`src/rtl/mem_arb_pkg.sv`:
```
// Shared definitions for the two-port memory arbiter: default geometry,
// FSM state encoding and port index constants.
package mem_arb_pkg;

  localparam int DEF_ADDR_W = 4;
  localparam int DEF_DATA_W = 8;

  typedef enum logic {
    IDLE  = 1'b0,
    GRANT = 1'b1
  } state_t;

  localparam logic PORT_CPU = 1'b0;
  localparam logic PORT_LDR = 1'b1;

endpackage

```
`src/rtl/arb_pick2.sv`:
```
// Combinational winner select for two requesters.
// ARB_RR_EN defined: round-robin on ties; undefined: port 0 fixed priority.
module arb_pick2
  import mem_arb_pkg::*;
(
  input  logic req0,
  input  logic req1,
  input  logic last_win,
  output logic win
);

`ifdef ARB_RR_EN
  always_comb begin
    win = PORT_CPU;
    if (req0 && req1) begin
      win = ~last_win;
    end else if (req1) begin
      win = PORT_LDR;
    end
  end
`else
  logic unused_last_win;
  assign unused_last_win = last_win;

  always_comb begin
    win = PORT_CPU;
    if (!req0 && req1) begin
      win = PORT_LDR;
    end
  end
`endif

endmodule

```
`src/rtl/mem_arbiter.sv`:
```
// Two-port request/grant/ack arbiter owning a single-port memory array.
// Arbitration policy selected by ARB_RR_EN (round-robin) vs fixed priority.
module mem_arbiter
  import mem_arb_pkg::*;
#(
  parameter int ADDR_W = DEF_ADDR_W,
  parameter int DATA_W = DEF_DATA_W
) (
  input  logic              clk,
  input  logic              rst_n,
  input  logic              req0,
  input  logic              we0,
  input  logic [ADDR_W-1:0] addr0,
  input  logic [DATA_W-1:0] wdata0,
  input  logic              req1,
  input  logic              we1,
  input  logic [ADDR_W-1:0] addr1,
  input  logic [DATA_W-1:0] wdata1,
  output logic              gnt0,
  output logic              ack0,
  output logic [DATA_W-1:0] rdata0,
  output logic              gnt1,
  output logic              ack1,
  output logic [DATA_W-1:0] rdata1
);

  localparam int DEPTH = 2 ** ADDR_W;

  state_t state_q, state_d;

  logic              win;
  logic              win_q;
  logic              last_win;
  logic              grant_go;
  logic              exec;
  logic              we_q;
  logic [ADDR_W-1:0] addr_q;
  logic [DATA_W-1:0] wdata_q;

  logic [DATA_W-1:0] mem [DEPTH];

  arb_pick2 u_pick (
    .req0     (req0),
    .req1     (req1),
    .last_win (last_win),
    .win      (win)
  );

`ifdef ARB_RR_EN
  always_ff @(posedge clk or negedge rst_n) begin
    if (!rst_n) begin
      last_win <= PORT_LDR;
    end else if (grant_go) begin
      last_win <= win;
    end
  end
`else
  assign last_win = PORT_LDR;
`endif

  always_ff @(posedge clk or negedge rst_n) begin
    if (!rst_n) begin
      state_q <= IDLE;
    end else begin
      state_q <= state_d;
    end
  end

  always_comb begin
    state_d = state_q;
    unique case (state_q)
      IDLE:    if (req0 || req1) state_d = GRANT;
      GRANT:   state_d = IDLE;
      default: state_d = IDLE;
    endcase
  end

  always_comb begin
    grant_go = 1'b0;
    exec     = 1'b0;
    unique case (state_q)
      IDLE:    grant_go = req0 || req1;
      GRANT:   exec = 1'b1;
      default: ;
    endcase
  end

  always_ff @(posedge clk or negedge rst_n) begin
    if (!rst_n) begin
      gnt0    <= 1'b0;
      gnt1    <= 1'b0;
      ack0    <= 1'b0;
      ack1    <= 1'b0;
      rdata0  <= '0;
      rdata1  <= '0;
      win_q   <= PORT_CPU;
      we_q    <= 1'b0;
      addr_q  <= '0;
      wdata_q <= '0;
    end else begin
      gnt0 <= grant_go && (win == PORT_CPU);
      gnt1 <= grant_go && (win == PORT_LDR);
      ack0 <= exec && (win_q == PORT_CPU);
      ack1 <= exec && (win_q == PORT_LDR);
      // Capture the winner's command so the requester is free after gnt.
      if (grant_go) begin
        win_q   <= win;
        we_q    <= (win == PORT_LDR) ? we1    : we0;
        addr_q  <= (win == PORT_LDR) ? addr1  : addr0;
        wdata_q <= (win == PORT_LDR) ? wdata1 : wdata0;
      end
      if (exec && !we_q) begin
        if (win_q == PORT_LDR) begin
          rdata1 <= mem[addr_q];
        end else begin
          rdata0 <= mem[addr_q];
        end
      end
    end
  end

  // No reset on the array; exec is cleared by reset, so a pending write is dropped.
  always_ff @(posedge clk) begin
    if (exec && we_q) begin
      mem[addr_q] <= wdata_q;
    end
  end

endmodule
```
`config.mk`:
```
export PLATFORM = sky130hd
export DESIGN_NAME = mem_arbiter
export DESIGN_NICKNAME = d
export VERILOG_FILES = /design/src/rtl/mem_arb_pkg.sv /design/src/rtl/arb_pick2.sv /design/src/rtl/mem_arbiter.sv
export SDC_FILE = /design/constraint.sdc
export NUM_CORES = 1
export LEC_CHECK = 0
export ABC_AREA = 1
export ABC_CLOCK_PERIOD_IN_PS = 2700
export BUFFER_PORTS_ARGS = -buffer_cell sky130_fd_sc_hd__buf_4
export CORE_AREA = 8 8 139 128
export DETAILED_ROUTE_END_ITERATION = 6
export DIE_AREA = 0 0 147 136
export GPL_TIMING_DRIVEN = 0
export HOLD_SLACK_MARGIN = 0.02
export SLEW_MARGIN = 20
export SYNTH_ARGS = -nofsm -noshare
export SYNTH_HDL_FRONTEND = slang
export SYNTH_SLANG_ARGS = --single-unit
```
`constraint.sdc`:
```
create_clock -name clk -period 2.7 [get_ports clk]
set_clock_uncertainty 0.2 [all_clocks]
set_input_delay 0.135 -clock clk [delete_from_list [all_inputs] [get_ports clk]]
set_output_delay 0.135 -clock clk [all_outputs]
set_load 0.005 [all_outputs]
```
==> implementation parameters <==
Parameter                              Value

Outcome
  Outcome    complete, no violations

Detailed routing
  Residual DRC count    0
  Overall via count from detail_route    slightly below 5000
  Avg WL per Cell    approximately 17 microns
  Detailed Routing Iterations Pass 1    5
  Vias per cell    approximately 5
  Final wirelength    approximately 17000 microns
  Violation count after the first detailed-route iteration    around 440
  Post-detailed-route count of antenna-violating nets    0

Global routing
  Overall track demand over capacity in global routing    17.5%
  Largest net degree at the start of global routing    36
  Number of antenna violations at the first check in global routing    0
  Global-route wire length before repair    26400 microns
  Total gr overflow    0
  Number of global-route vias before repair    4948

Power
  Logic gate share of total power    19.2%
  Total leakage power    about 3.7 nW
  Sequential power share    between 40 and 50%
  Peak supply drop    0.520 mV
  Total power divided by cell area    between 800 and 900 nW/um^2
  Clk pwr share    roughly 32%
  Cell internal pwr    ~0.0048 W
  Switching Power    ~0.0020 W
  Switching part of the total    29.2%

Floorplan
  Area of the core    roughly 16000 sq um
  Die outline height    approximately 140 microns
  Io pins    50
  FP Rows    44
  X dimension of the die    around 150 microns
  Initial core utilization    between 40% and 50%
  Die area    between 15000 and 20000 sq um

CTS
  Number of levels in the clock H-tree    4
  CTS-repair resized insts    0
  CTS sink cnt    between 150 and 200
  Clock-pin transition on the worst setup and hold timing paths    about 0.060 ns
  CTS root buffer    clkbuf_16
  Clock latency on the worst-skew pair    ~0.42 ns
  Total clock buffers created by CTS    17
  Setup Fix Bufs, Post-CTS    0
  CTS tree    yes
  Maximum clock insertion buffer count    2
  Hold Buf Count CTS    33

Synth
  Number of standard cells after synthesis    approximately 680
  Xor/xnor share of the synthesized area    0%
  Area share of and/or/nand/nor cells after synthesis    between 20% and 30%
  Share of Yosys cell area claimed by the top area cell type    56.8%
  Most area-consuming cells after synthesis    edfxtp_1 57%, nand2_1 21%, dfrtp_1 13%
  Average instance area after synthesis    between 10 and 15 sq um
  Post-synth top area cell    edfxtp_1
  Sequential-to-total area share from yosys stat    roughly 70%
  Number of synthesis warnings    0
  Count of distinct cell types in the synthesized netlist    15
  Mapped cell area    between 6000 and 7000 sq um
  Synth Area in Adders    0%
  Largest family of logic cells by synthesized area    simple AND/OR/NAND/NOR gates
  Fraction of the mapped netlist area in compound gates    a little under 4%
  Synthesis-stage register bit count    between 150 and 200
  Nets in the synthesized netlist    between 700 and 800
  Multiplexer share of the synthesized area    0%

Critical path
  CP Launch Type    flip-flop
  Category of the worst setup path capture point    flip-flop
  Critical Path RT    approximately 2.6 ns
  Arrival time at the worst endpoint    2.36 ns
  Critical setup path kind    reg -> reg
  Maximum fanout encountered on the critical timing path    10

Timing
  Worst Tran Pin Value    0.856 ns
  Max-slew violation total from the final report    0
  Slew headroom    42.9%
  Count of final setup violators    0
  Setup repair after global routing missed its margin    no
  Share of the clock period used by the worst path    93.3%
  Maximum frequency from static timing analysis    397 MHz
  Minimum clock period after layout    around 2.5 ns
  Final-report hold violation count    0
  Worst setup slack after layout    approximately 0.18 ns
  Final sum of negative setup slack    0 ns

Placement
  Routability congestion estimate    around 0.84
  Count of port buffers added during placement    slightly below 50
  HPWL after detailed placement    between 10000 and 15000 microns
  Worst slack, placed    0.167 ns
  Placed Area    7390 sq um

Layout
  Finished layout cell area    roughly 8300 sq um
  Post-synthesis to final-layout area growth    22.1%
  Fin nets    between 800 and 900
  Final core utilization    a little over half
  Antenna diode count    0
  Share of final-layout standard cells stronger than drive strength 1    12.2%

Hold path
  Worst min-delay path category    in -> reg

Job
  Max capacitance violation total    0
-- worst max-delay path, stage by stage (launching register included) --
cell and delay, ns:
dfrtp_1 0.35, buf_2 0.18, clkinv_1 0.18, buf_2 0.28, nand3_1 0.27, nor2_1 0.67
-- final timing paths --
| check | startpoint | endpoint | slack (ns) | cells after the start |
|---|---|---|---|---|
| max | addr_q[1] | mem[5][7] | 0.18 | 5 |
| min | req1 | gnt1 | 0.15 | 4 |
| max reg2reg | addr_q[1] | mem[5][7] | 0.18 | 5 |
| min reg2reg | rdata1[3] | rdata1[3] | 0.28 | 2 |
| max in group asynchronous | rst_n | wdata_q[5] | 1.58 | 4 |
| min in group asynchronous | rst_n | ack0 | 0.54 | 4 |
-- per-layer routing --
metal,track usage (%),up-vias,routed length [microns],part of all wire (%)
li1,-,2406,-,-
met1,23.0,2385,7480,45
met2,27.8,150,7860,47
met3,3.89,20,1110,6.6
met4,7.36,0,328,2.0
met5,0,-,0,0
-- final cells by class --
class                           instances  area, sq um
Tap cell                              207          259
Clock inverter                         12         91.3
Timing Repair Buffer                   82          708
Multi-Input combinational cell        471         1850
Clock buffer                           20          437
Fill cell                            1395         7380
Buffer                                 26          130
Sequential cell                       163         4720
Inverter                               16         60.1
-- cells in the mapped netlist --
library cell	count
inv_2	1
o31ai_1	8
nand2_1	381
a21oi_1	14
o21ai_1	16
buf_2	14
o21ai_0	11
buf_4	4
edfxtp_1	128
nor2_1	37
clkinv_1	1
dfrtp_1	35
inv_1	14
clkbuf_1	8
nand3_1	4
-- layout by cell type, fill, tap and decap left out, drive strengths merged --
cell type    instances
nor2                37
o21ai               27
nand2              381
o31ai                8
edfxtp             128
clkinv              10
nand3                4
clkbuf              28
dfrtp               35
dlygate4sd3         32
bufinv               1
buf                 68
a21oi               14
clkinvlp             2
inv                 15
-- metrics by stage --
stage,hold slack [ns],std cells,power [W]
after detailed placement,-0.0827,932,0.00453
after global routing,0.207,997,0.00705
after floorplan,-0.361,676,0.00390
after global placement,-0.0959,932,0.00451
final,0.154,997,0.00673
after CTS,0.132,997,0.00675
-- cell families (layout without fill, tap and decap cells) --
group / Yosys count / count (layout)
AND/OR/NAND/NOR: 422 / 422
flip-flops: 163 / 163
buffers and inverters: 42 / 156
AO/OA/AOI/OAI: 49 / 49
-- sequential cells by signal (all words and copies together) (netlist names) --
register and flops:
gnt1 1, we_q 1, win_q 1, rdata1 8, ack0 1, state_q 1
gnt0 1, ack1 1, rdata0 8, mem 128, addr_q 4, wdata_q 8
-- power by group through the flow --
| stage | Clock, W | Combinational [W] | Sequential, W |
|---|---|---|---|
| after floorplan | 0 | 0.000698 | 0.00321 |
| after global placement | 0 | 0.00121 | 0.00330 |
| after detailed placement | 0 | 0.00121 | 0.00332 |
| after CTS | 0.00219 | 0.00129 | 0.00327 |
| after global routing | 0.00229 | 0.00146 | 0.00330 |
| final | 0.00217 | 0.00129 | 0.00327 |
No activity file was read; power rests on OpenSTA's default activity.
